## src/rtl/regfile_wb_ctrl.sv

```systemverilog
// Write-port controller: arbitrates execute and load writebacks onto the register file
// write port and tracks pending load destinations. Build option: WB_STARVE_GUARD_EN.
module regfile_wb_ctrl #(
  parameter int STARVE_LIMIT = 4
) (
  input  logic        clk,
  input  logic        rst,
  input  logic        pipe_valid,
  input  logic [5:0]  pipe_addr,
  input  logic [31:0] pipe_data,
  output logic        pipe_ready,
  input  logic        ld_valid,
  input  logic [5:0]  ld_addr,
  input  logic [31:0] ld_data,
  output logic        ld_ready,
  input  logic        issue_en,
  input  logic [5:0]  issue_addr,
  input  logic [5:0]  rs1_addr,
  input  logic [5:0]  rs2_addr,
  output logic        rs1_busy,
  output logic        rs2_busy,
  output logic [4:0]  pending_cnt,
  output logic        wb_en,
  output logic [5:0]  wb_addr,
  output logic [31:0] write_data
);

  function automatic logic is_null(input logic [5:0] addr);
    return addr[5] || (addr[4:0] == 5'd0);
  endfunction

  logic        w_ld_pri;
  logic        w_pipe_xfer;
  logic        w_ld_xfer;

  assign pipe_ready  = !w_ld_pri;
  assign ld_ready    = w_ld_pri || !pipe_valid;
  assign w_pipe_xfer = pipe_valid && pipe_ready;
  assign w_ld_xfer   = ld_valid && ld_ready;

`ifdef WB_STARVE_GUARD_EN
  typedef enum logic {PIPE_PRI, LD_PRI} state_t;

  state_t     r_state, w_state_next;
  logic [3:0] r_starve_cnt, w_starve_cnt_next;

  always_ff @(posedge clk or posedge rst) begin
    if (rst) begin
      r_state      <= PIPE_PRI;
      r_starve_cnt <= 4'd0;
    end else begin
      r_state      <= w_state_next;
      r_starve_cnt <= w_starve_cnt_next;
    end
  end

  // Switching on the post-increment count grants the load on the cycle right after its last refusal.
  always_comb begin
    w_state_next      = r_state;
    w_starve_cnt_next = r_starve_cnt;
    case (r_state)
      PIPE_PRI: begin
        if (w_ld_xfer) begin
          w_starve_cnt_next = 4'd0;
        end else if (ld_valid) begin
          w_starve_cnt_next = r_starve_cnt + 4'd1;
        end
        if (w_starve_cnt_next == 4'(STARVE_LIMIT)) begin
          w_state_next = LD_PRI;
        end
      end
      LD_PRI: begin
        if (w_ld_xfer || !ld_valid) begin
          w_state_next      = PIPE_PRI;
          w_starve_cnt_next = 4'd0;
        end
      end
      default: begin
        w_state_next      = PIPE_PRI;
        w_starve_cnt_next = 4'd0;
      end
    endcase
  end

  assign w_ld_pri = (r_state == LD_PRI);
`else
  logic [3:0] w_unused_limit;
  assign w_unused_limit = STARVE_LIMIT[3:0];
  assign w_ld_pri       = 1'b0;
`endif

  logic        r_wb_en;
  logic [5:0]  r_wb_addr;
  logic [31:0] r_write_data;
  logic        r_wb_from_ld;

  always_ff @(posedge clk or posedge rst) begin
    if (rst) begin
      r_wb_en      <= 1'b0;
      r_wb_addr    <= 6'd0;
      r_write_data <= 32'd0;
      r_wb_from_ld <= 1'b0;
    end else begin
      r_wb_en      <= 1'b0;
      r_wb_from_ld <= 1'b0;
      if (w_ld_xfer) begin
        r_wb_en      <= !is_null(ld_addr);
        r_wb_addr    <= ld_addr;
        r_write_data <= ld_data;
        r_wb_from_ld <= 1'b1;
      end else if (w_pipe_xfer) begin
        r_wb_en      <= !is_null(pipe_addr);
        r_wb_addr    <= pipe_addr;
        r_write_data <= pipe_data;
      end
    end
  end

  assign wb_en      = r_wb_en;
  assign wb_addr    = r_wb_addr;
  assign write_data = r_write_data;

  // Bit 0 is never set, so the array can be indexed directly by addr[4:0].
  logic [31:0] r_sb;
  logic [31:0] w_sb_next;
  logic [4:0]  r_pending_cnt;
  logic [4:0]  w_pending_next;

  always_comb begin
    w_sb_next = r_sb;
    if (r_wb_en && r_wb_from_ld) begin
      w_sb_next[r_wb_addr[4:0]] = 1'b0;
    end
    if (issue_en && !is_null(issue_addr)) begin
      w_sb_next[issue_addr[4:0]] = 1'b1;
    end
    w_sb_next[0] = 1'b0;
  end

  always_comb begin
    w_pending_next = 5'd0;
    for (int k = 1; k < 32; k++) begin
      w_pending_next = w_pending_next + 5'(w_sb_next[k]);
    end
  end

  always_ff @(posedge clk or posedge rst) begin
    if (rst) begin
      r_sb          <= 32'd0;
      r_pending_cnt <= 5'd0;
    end else begin
      r_sb          <= w_sb_next;
      r_pending_cnt <= w_pending_next;
    end
  end

  assign pending_cnt = r_pending_cnt;
  assign rs1_busy    = !is_null(rs1_addr) && r_sb[rs1_addr[4:0]];
  assign rs2_busy    = !is_null(rs2_addr) && r_sb[rs2_addr[4:0]];

endmodule

```

## config.mk

```make
export PLATFORM = sky130hd
export DESIGN_NAME = regfile_wb_ctrl
export DESIGN_NICKNAME = d
export VERILOG_FILES = /design/src/rtl/regfile_wb_ctrl.sv
export SDC_FILE = /design/constraint.sdc
export NUM_CORES = 1
export LEC_CHECK = 0
export ABC_AREA = 1
export CAP_MARGIN = 10
export CORE_UTILIZATION = 48
export CTS_CLUSTER_SIZE = 14
export DETAILED_ROUTE_END_ITERATION = 10
export GPL_TIMING_DRIVEN = 0
export PLACE_DENSITY = 0.78
export RECOVER_POWER = 100
export SYNTH_ARGS = -nofsm -noshare
export SYNTH_HDL_FRONTEND = slang
export SYNTH_SLANG_ARGS = --single-unit
```

## constraint.sdc

```tcl
create_clock -name clk -period 7.69 [get_ports clk]
set_clock_uncertainty 0.15 [all_clocks]
set_input_delay 1.538 -clock clk [delete_from_list [all_inputs] [get_ports clk]]
set_output_delay 1.538 -clock clk [all_outputs]
set_load 0.02 [all_outputs]
```

==> reports/metrics.yaml <==
detailed_routing:
  vias_per_cell: 5.20
  drt_iter0_drc: 279
  drc: 0
  dr.pass1.iters: 5
  wl_um: 14400
  via_count: 4775
  antenna_left: 0
  wl_per_cell_um: 15.7
grt:
  grt_pass1_wl_um: 23300
  grt_max_degree: 51
  antenna_found_initial: 0
  use_met3_pct: 5.95
  grtUsageMet2_pct: 49.7
  met1_usage_pct: 37.5
  grt.total_usage_pct: 29.4
  grt_pass1_vias: 4822
  overflow: 0
  top_usage_layer: "met2"
floorplan:
  ios: 147
  rows: 36
  die_x_um: 102
  start_util_pct: 49.4
  fp.dieH_um: 102
  core_um2: 9770
  dieArea_um2: 10500
placed_design:
  io_buffer_count: 142
  dp_cells: 902
  gp_congestion: 0.965
  dp_hpwl_um: 11400
layout:
  diodes: 0
  syn2layout_area_growth_pct: 37.3
  mostFrequentLayoutCell: "nand2_1"
  n_fill_cell: 807
  nNetsFinal: 909
  layout.cells.non_filler: 918
  drive_gt1_share_pct: 6.75
  layout_common_cells: "nand2_1 (202), clkdlybuf4s50_1 (92), inv_1 (87), nand3_1 (82), dfrtp_1 (76)"
timing:
  clock.fmax_ghz: 0.138
  worstMarginPinSlew_ns: 2.63
  setup_violations: 0
  maxSlewHeadroom_pct: -75.0
  grt_setup_unrepaired: "false"
  drv_slew: 51
  fin_crit_sh_pct: 94.2
  setup_tns_ns: 0
  hold_violations: 0
  fin_crit_ns: 7.24
logic_synthesis:
  muxShareOfSynthArea_pct: 0
  synth_fp_nets: 755
  syn_area_per_cell_um2: 7.72
  ys_seq_area_share_pct: 39.4
  synth_top_family_by_area: "simple AND/OR/NAND/NOR gates"
  synth_xor_area_share_pct: 0.544
  synth_seq_cells: 76
  synth_cell_types: 35
  netlist_instances: 626
  synth_edf_count: 0
  synth-main-ff-cell: "dfrtp_1"
  yosys.area_share.simple_pct: 29.2
  yosysWarningCount: 0
  synth_compound_area_share_pct: 9.32
  synthArstFlopShare_pct: 100
  synth_adder_area_share_pct: 11.3
  syn_area_um2: 4830
worst_setup_path:
  setup.worst_path.class: "in2reg"
  r2r_end: "pending_cnt[4]"
  startpoint_type: "input pin"
  cp-end-kind: "flop"
  r2r_cells: 18
  worst-path-max-fanout: 7
  crit_required_ns: 7.78
  cp.arrival_ns: 7.33
  timing.rr.start: "wb_addr[0]"
  reg2reg_slack_ns: 1.80
cts:
  cts_hold_buf: 0
  cts_tree: "done"
  cts_buffers: 9
  cts-root-buf: "clkbuf_8"
  post_cts_resized: 0
  clkLatencyLatePin_ns: 0.35
  cts_setup_buffers: 0
  cts_buffer_depth: 2
  clk_pin_slew_worst_paths_ns: 0.08
  htreeDepth: 3
  cts_sinks: 76
job:
  drv_cap: 1
min_path:
  hold_depth: 2
  min_from: "write_data[16]"
  hp-class: "reg2reg"
  min_to: "write_data[16]"
run_status:
  violations: "capacitance limit, slew limit"
  status: "finished, violations left"
pwr:
  p_per_area_nw_per_um2: 350
  max-vdd-ir-drop_mv: 0.627
  leakage_nw: 3.26
[cell usage after synthesis, types with 2 or more instances]
library cell	instances	area, µm²
ha_1	7	87.6
nor3_1	3	15.0
nor2_1	12	45.0
buf_2	8	40.0
nand4_1	5	31.3
a21oi_2	3	26.3
buf_4	3	22.5
nand3_1	82	410
inv_1	88	330
xor2_1	3	26.3
nor3_4	5	81.3
nand2_1	202	758
nor3_2	2	20.0
o21ai_2	4	35.0
fa_1	23	460
inv_2	11	41.3
a21oi_1	16	80.1
buf_6	2	22.5
dfrtp_1	76	1900
nand2_2	2	12.5
clkbuf_1	7	26.3
nor2_2	2	12.5
nor3b_1	2	15.0
o21ai_1	23	115
o21ai_0	25	125
[worst max path at each step]
stage	endpoint	start	cells after the start	slack (ns)
global placement	pending_cnt[4]	issue_addr[0]	18	0.32
detailed placement	pending_cnt[4]	issue_addr[0]	18	0.26
floorplan	pending_cnt[4]	issue_en	19	1.25
global route	pending_cnt[4]	issue_en	18	0.19
CTS	pending_cnt[4]	issue_addr[0]	18	0.61
finish	pending_cnt[4]	issue_en	18	0.45
[flip-flops by register name, indices dropped and copies added, names as in the netlist]
name and count:
r_wb_from_ld 1, write_data 32, wb_en 1, r_sb 31
wb_addr 6, pending_cnt 5
[report_power, final]
group	switching (mW)	internal, mW
clock network	0.157	0.227
registers	0.0378	0.490
logic	0.792	0.619
total	0.987	1.34
[metrics by stage]
stage	hold slack, ns	instance area [µm²]	setup WS [ns]	power [mW]	util, %
6_report	0.345	6640	0.446	2.32	67.9
5_1_grt	0.368	6640	0.195	2.60	67.9
3_5_place_dp	0.332	6450	0.262	2.00	66.0
2_1_floorplan	0.343	4830	1.25	1.58	-
3_3_place_gp	0.328	6420	0.325	1.90	65.7
4_1_cts	0.353	6700	0.615	2.39	68.5
[worst max-delay path: stages]
cell and delay [ns]:
clkdlybuf4s50_1 0.45, inv_1 0.04, nor2_1 0.35, nand4_1 0.27, o21ai_0 0.45, inv_2 0.07, fa_1 0.58, fa_1 0.44
fa_1 0.51, fa_1 0.45, fa_1 0.52, inv_1 0.05, fa_1 0.45, fa_1 0.43, fa_1 0.42, nand3_1 0.11
nand2_1 0.07, xor2_1 0.14
[logic make-up (layout without fill, tap and decap cells)]
kind of cell | after synthesis | in the layout
AO/OA/AOI/OAI | 78 | 78
buffers and inverters | 120 | 279
other | 1 | 1
AND/OR/NAND/NOR | 318 | 318
XOR/XNOR | 3 | 3
adder cells (fa/ha/maj) | 30 | 30
flip-flops | 76 | 76
[per-layer routing]
metal / vias to the layer above / share of wire [%]
li1: 2283 / -
met3: 32 / 7.4
met2: 225 / 49
met5: - / 0
met4: 0 / 2.5
met1: 2235 / 41
[area by class of cell]
type | count | area, µm² | area share [%]
Multi-Input combinational cell | 430 | 2400 | 36.2
Buffer | 20 | 109 | 1.64
Timing Repair Buffer | 143 | 1430 | 21.5
Clock buffer | 11 | 141 | 2.13
Inverter | 100 | 379 | 5.71
Tap cell | 133 | 166 | 2.51
Clock inverter | 5 | 108 | 1.62
Sequential cell | 76 | 1900 | 28.7
No activity file was read; power rests on OpenSTA's default activity.
==> variant 1 (config.mk and constraints unchanged) <==
Build with the macro `WB_STARVE_GUARD_EN` defined.
--- a/src/rtl/regfile_wb_ctrl.sv
+++ b/src/rtl/regfile_wb_ctrl.sv
@@ -1,4 +1,6 @@
 // Write-port controller: arbitrates execute and load writebacks onto the register file
 // write port and tracks pending load destinations. Build option: WB_STARVE_GUARD_EN.
+`define WB_STARVE_GUARD_EN
+
 module regfile_wb_ctrl #(
   parameter int STARVE_LIMIT = 4
Function: not settled (the Yosys comparison gave no result); the edit may change what the design does.
==> variant 1 against the unedited design <==
The run still ends with max-capacitance violations, max-slew violations left; sequential share of layout area up 0.96 points; register-to-register slack worse by 320 ps; synthesized cell count up 4.5%; area after synthesis up 4.0%; wire length up 8.1%; design area up 3.1%; maximum frequency down 2.6%; setup slack worse by 190 ps; sequential cell count up 5; power up 37%; die area up 3.9%; critical endpoint unchanged.
==> variant 1: results (changes against the unedited design) <==
port buffer count=143 (was 142); DRT Pass-1 Iters=5 (unchanged); outcome=finished, violations left (unchanged); vias=5015 (was 4775); initial antenna violation count=0 (unchanged); MaxCap Viol Count=1 (unchanged); met2 wire len=7700 um (was 7060 um); slowest CP cell=clkdlybuf4s50_1 (was fa_1); post-synthesis compound-gate area fraction=10.4% (was 9.32%); Clock Pin Slew Worst Setup and Hold Paths=90 ps; Max stage delay on crit path=610 ps (was 580 ps); met3 WL=1250 um (was 1060 um); global-route wire length before repair=25600 um (was 23300 um); met1 Track Usage GR=37.5% (about the same); r2r setup slk=1480 ps (was 1800 ps); Hold Path Class=reg -> reg (unchanged); worst path arrival time=7570 ps (was 7330 ps); Crit path max-delay family=adder cells (unchanged); Iter 0 DRT Violations=360 (was 279); global router's overall resource usage=30.3% (was 29.4%); CP Capture Point=pending_cnt[4]$_DFF_PP0_ (unchanged); clk buf depth=2 (unchanged); crit path from=issue_addr[3] (was issue_en); Avg WL per Cell=16.4 um (was 15.7 um); Metal-1 WL=6250 um (was 5940 um); Slew HR=-86.9% (was -75.0%); Root Buffer=clkbuf_8 (unchanged); GR Layer Usage met3=7.71% (was 5.95%); hpwl dp=12400 um (was 11400 um); Min Hold Slack=330 ps (was 345 ps); R2R Path Start=wb_addr[2]$_DFFE_PP0P_ (was wb_addr[0]$_DFFE_PP0P_); CP max FO=5 (was 7); Synth cell types=33 (was 35); FFs w/ async S/R, synth=100% (unchanged); Final Non-Filler Cells=948 (was 918); Max Slew Vio Count=54 (was 51); Post-Synth XOR/XNOR Area=0.871% (was 0.544%); Placed Cells incl. Taps=931 (was 902); syn_area_per_cell=7.69 sq um (was 7.72 sq um); Syn Nets=784 (was 755); synth top area cells=dfrtp_1 40%, nand2_1 15%, fa_1 9.2% (was dfrtp_1 39%, nand2_1 16%, fa_1 9.5%); failing checks=max-capacitance violations, max-slew violations (unchanged); leakage power=3.33 nW (was 3.26 nW); Power Clock=0.347 mW (was 0.384 mW); register area share after synthesis=40.3% (was 39.4%); layout cells sized above 1=6.63% (was 6.75%); most frequent cells after synthesis=198 x nand2_1, 97 x inv_1, 81 x dfrtp_1, 78 x nand3_1, 54 x o21ai_0 (was 202 x nand2_1, 88 x inv_1, 82 x nand3_1, 76 x dfrtp_1, 25 x o21ai_0); Peak VDD IR=0.00170 V (was 0.000627 V); mux share of post-synthesis cell area=0% (unchanged); M2 GR Usage=50.9% (was 49.7%); Final Wtd Congestion=0.911 (was 0.965); logic gate share of total power=68.4% (was 60.8%); Synth Area in Adders=11.2% (was 11.3%); vias in the first global route=5104 (was 4822); max reg flops=32 (unchanged); maximum number of pins on one net before global-route repair=54 (was 51); NumNets Final=940 (was 909); P_int=1.71 mW (was 1.34 mW); Setup violations, final=0 (unchanged); Top Metal Used=met4 (unchanged)
## variant 1: cell count changes after synthesis, sizes merged, moves of 2 or more
cell and delta:
inv +3, nor3b -2, nor2 +14, nand3 -4, nand2 -4, o211ai +3
o21ai +14, o31ai +4, dfrtp +5, a21oi -5, buf +5, clkbuf -5
## variant 1: worst min path at each step
stage	startpoint	end
3_5_place_dp	write_data[22]$_DFFE_PP0P_	write_data[22]$_DFFE_PP0P_
5_1_grt	write_data[22]$_DFFE_PP0P_	write_data[22]$_DFFE_PP0P_
4_1_cts	write_data[22]$_DFFE_PP0P_	write_data[22]$_DFFE_PP0P_
6_report	write_data[22]$_DFFE_PP0P_	write_data[22]$_DFFE_PP0P_
3_3_place_gp	write_data[0]$_DFFE_PP0P_	write_data[0]$_DFFE_PP0P_
2_1_floorplan	r_state$_DFF_PP0_	r_starve_cnt[0]$_DFFE_PP0P_
## variant 1: per-stage QoR
stage | setup TNS, ps | setup slack (ps) | cell area [sq um] | total power [mW]
2_1_floorplan | 0 | 891 | 5030 | 2.25
3_3_place_gp | -51.0 | -51.0 | 6620 | 2.75
3_5_place_dp | -131 | -131 | 6650 | 2.87
4_1_cts | 0 | 186 | 6870 | 3.26
5_1_grt | 0 | 37.4 | 6840 | 3.59
6_report | 0 | 256 | 6840 | 3.19
## variant 1: final cells by class
class | count | area (sq um)
fill | 856 | 3110
multi-input combinational | 450 | 2490
sequential | 81 | 2030
timing repair buffer | 145 | 1450
inverter | 103 | 390
tap | 133 | 166
clock buffer | 9 | 124
buffer | 20 | 101
clock inverter | 7 | 95.1
## variant 1: logic make-up after synthesis
family	after synthesis
compound gates	93
xor+xnor	5
fa+ha+maj	31
buf+inv	123
flops	81
simple gates	321
## variant 1: timing repair
item,CTS,global route
buffers inserted,0,1
endpoints found under the setup margin,0,1
gates resized for setup,0,7
==> variant 2 (same settings) <==
Made on the original files. Put one more register stage on the output `pending_cnt`. The value now appears one clock later. The other outputs are not delayed to match.
--- a/src/rtl/regfile_wb_ctrl.sv
+++ b/src/rtl/regfile_wb_ctrl.sv
@@ -155,5 +155,7 @@
   end
 
-  assign pending_cnt = r_pending_cnt;
+  always_ff @(posedge clk) begin
+    pending_cnt <= r_pending_cnt;
+  end
   assign rs1_busy    = !is_null(rs1_addr) && r_sb[rs1_addr[4:0]];
   assign rs2_busy    = !is_null(rs2_addr) && r_sb[rs2_addr[4:0]];
Formal check against the unedited RTL: not equivalent (a bounded check fails within 4 cycles, from zero or initial values and one cycle with rst high).
==> variant 2 against the unedited design <==
The flow still finishes with violations (max-capacitance violations, max-slew violations); area after synthesis increased by 1.7%; wire length increased by 2.3%; power decreased by 1.8%; sequential cell count increased by 5; first-iteration DRC count increased by 5.7%; setup slack improved by 91 ps; global-route usage increased by 0.73 points; sequential share of layout area increased by 1.4 points; count of clock-buffer cells in the layout increased by 5; design area increased by 0.28%.
==> variant 2: results (changes against the unedited design) <==
number of setup buffers added after CTS=0 (unchanged); Hold Path Class=reg -> reg (unchanged); most frequent cells after synthesis=198 x nand2_1, 84 x inv_1, 77 x nand3_1, 76 x dfrtp_1, 25 x o21ai_0 (was 202 x nand2_1, 88 x inv_1, 82 x nand3_1, 76 x dfrtp_1, 25 x o21ai_0); clk buf depth=2 (unchanged); Metal-1 WL=6060 um (was 5940 um); max reg flops=32 (unchanged); Root Buffer=clkbuf_8 (unchanged); Ys Warns=0 (unchanged); htree depth=3 (unchanged); DRT antenna net count=0 (unchanged); Iter 0 DRT Violations=295 (was 279); met3 WL=1090 um (was 1060 um); leakage power=3.25 nW (was 3.26 nW); Avg WL per Cell=16.0 um (was 15.7 um); Peak VDD IR=0.000711 V (was 0.000627 V); worst path arrival time=7240 ps (was 7330 ps); hpwl dp=11800 um (was 11400 um); slowest CP cell=fa_1 (unchanged); MaxCap Viol Count=1 (unchanged); NumNets Final=910 (was 909); global router's overall resource usage=30.1% (was 29.4%); Synth cell types=35 (unchanged); register area share after synthesis=40.7% (was 39.4%); port buffer count=142 (unchanged); layout cells sized above 1=6.74% (was 6.75%); vias in the first global route=4652 (was 4822); outcome=finished, violations left (unchanged); CTS Buf Count=9 (unchanged); initial antenna violation count=0 (unchanged); Top Metal Used=met4 (unchanged); synth top area cells=dfrtp_1 39%, nand2_1 15%, fa_1 9.4% (was dfrtp_1 39%, nand2_1 16%, fa_1 9.5%); maximum number of pins on one net before global-route repair=58 (was 51); Post-CTS Resized=0 (unchanged); vias per cell=5.20 (about the same); Area after DPL=6530 sq um (was 6450 sq um); DRT Pass-1 Iters=5 (unchanged); Ant. Diodes=0 (unchanged); Clock Latency Late Sink=350 ps (about the same); Final Wtd Congestion=0.895 (was 0.965); CP max FO=7 (unchanged); Layout fillers=830 (was 807); worst slack at placement=239 ps (was 262 ps); global-route wire length before repair=23800 um (was 23300 um); FFs w/ async S/R, synth=93.8% (was 100%); Clock Pin Slew Worst Setup and Hold Paths=around 70 ps; Max stage delay on crit path=520 ps (was 580 ps); Slew HR=-101% (was -75.0%); failing checks=max-capacitance violations, max-slew violations (unchanged); met2 wire len=7290 um (was 7060 um); Max Slew Vio Count=58 (was 51); Syn Nets=756 (was 755)
variant 2: logic make-up (layout without fill, tap and decap cells):
family / after synthesis / count (layout) / synth area share [%]
flops: 81 / 81 / 40.7
buf+inv: 121 / 280 / 10.0
simple gates: 308 / 308 / 27.8
other cells: 1 / 1 / 0.0763
xor+xnor: 3 / 3 / 0.535
fa+ha+maj: 30 / 30 / 11.1
compound gates: 83 / 83 / 9.70
variant 2: report_power, final:
group	leakage [nW]	total (mW)	switching (mW)	internal, mW
registers	0.895	0.571	0.0411	0.530
clock network	0.0850	0.283	0.147	0.136
logic	2.27	1.43	0.807	0.620
variant 2: per-stage QoR:
step	cells	hold slack [ps]
after floorplan	627	174
after global placement	902	175
after detailed placement	903	178
after CTS	919	194
after global routing	919	198
final	919	193
variant 2: critical path: cells and delay by family:
family                   cells  cell delay, ps
adder cells (fa/ha/maj)      8            3720
AND/OR/NAND/NOR              5             820
buffers and inverters        5             720
AO/OA/AOI/OAI                1             290
XOR/XNOR                     1             140
variant 2: path summary, 6_finish.rpt:
path	startpoint	to	slack, ps	cells after the start
setup / recovery	issue_en	r_pending_cnt[4]$_DFF_PP0_	540	20
hold / removal	r_pending_cnt[4]$_DFF_PP0_	pending_cnt[4]$_DFF_P_	190	0
setup reg to reg	wb_addr[0]$_DFFE_PP0P_	r_pending_cnt[4]$_DFF_PP0_	1780	18
hold reg to reg	r_pending_cnt[4]$_DFF_PP0_	pending_cnt[4]$_DFF_P_	190	0
max in group asynchronous	rst	write_data[5]$_DFFE_PP0P_	2470	3
min in group asynchronous	rst	r_sb[5]$_DFF_PP0_	1630	2
variant 2: cell type report:
type | instances | area, sq um | share of cell area [%]
buffer | 20 | 108 | 1.62
inverter | 101 | 383 | 5.75
tap | 133 | 166 | 2.50
multi-input combinational | 425 | 2400 | 36.1
clock buffer | 16 | 170 | 2.56
sequential | 81 | 2000 | 30.1
timing repair buffer | 143 | 1430 | 21.4
variant 2: layer usage:
layer / global-route usage [%] / vias to the layer above
met2: 51.0 / 201
met3: 6.38 / 26
met4: 9.86 / 0
met5: 0 / -
met1: 38.8 / 2259
li1: - / 2291
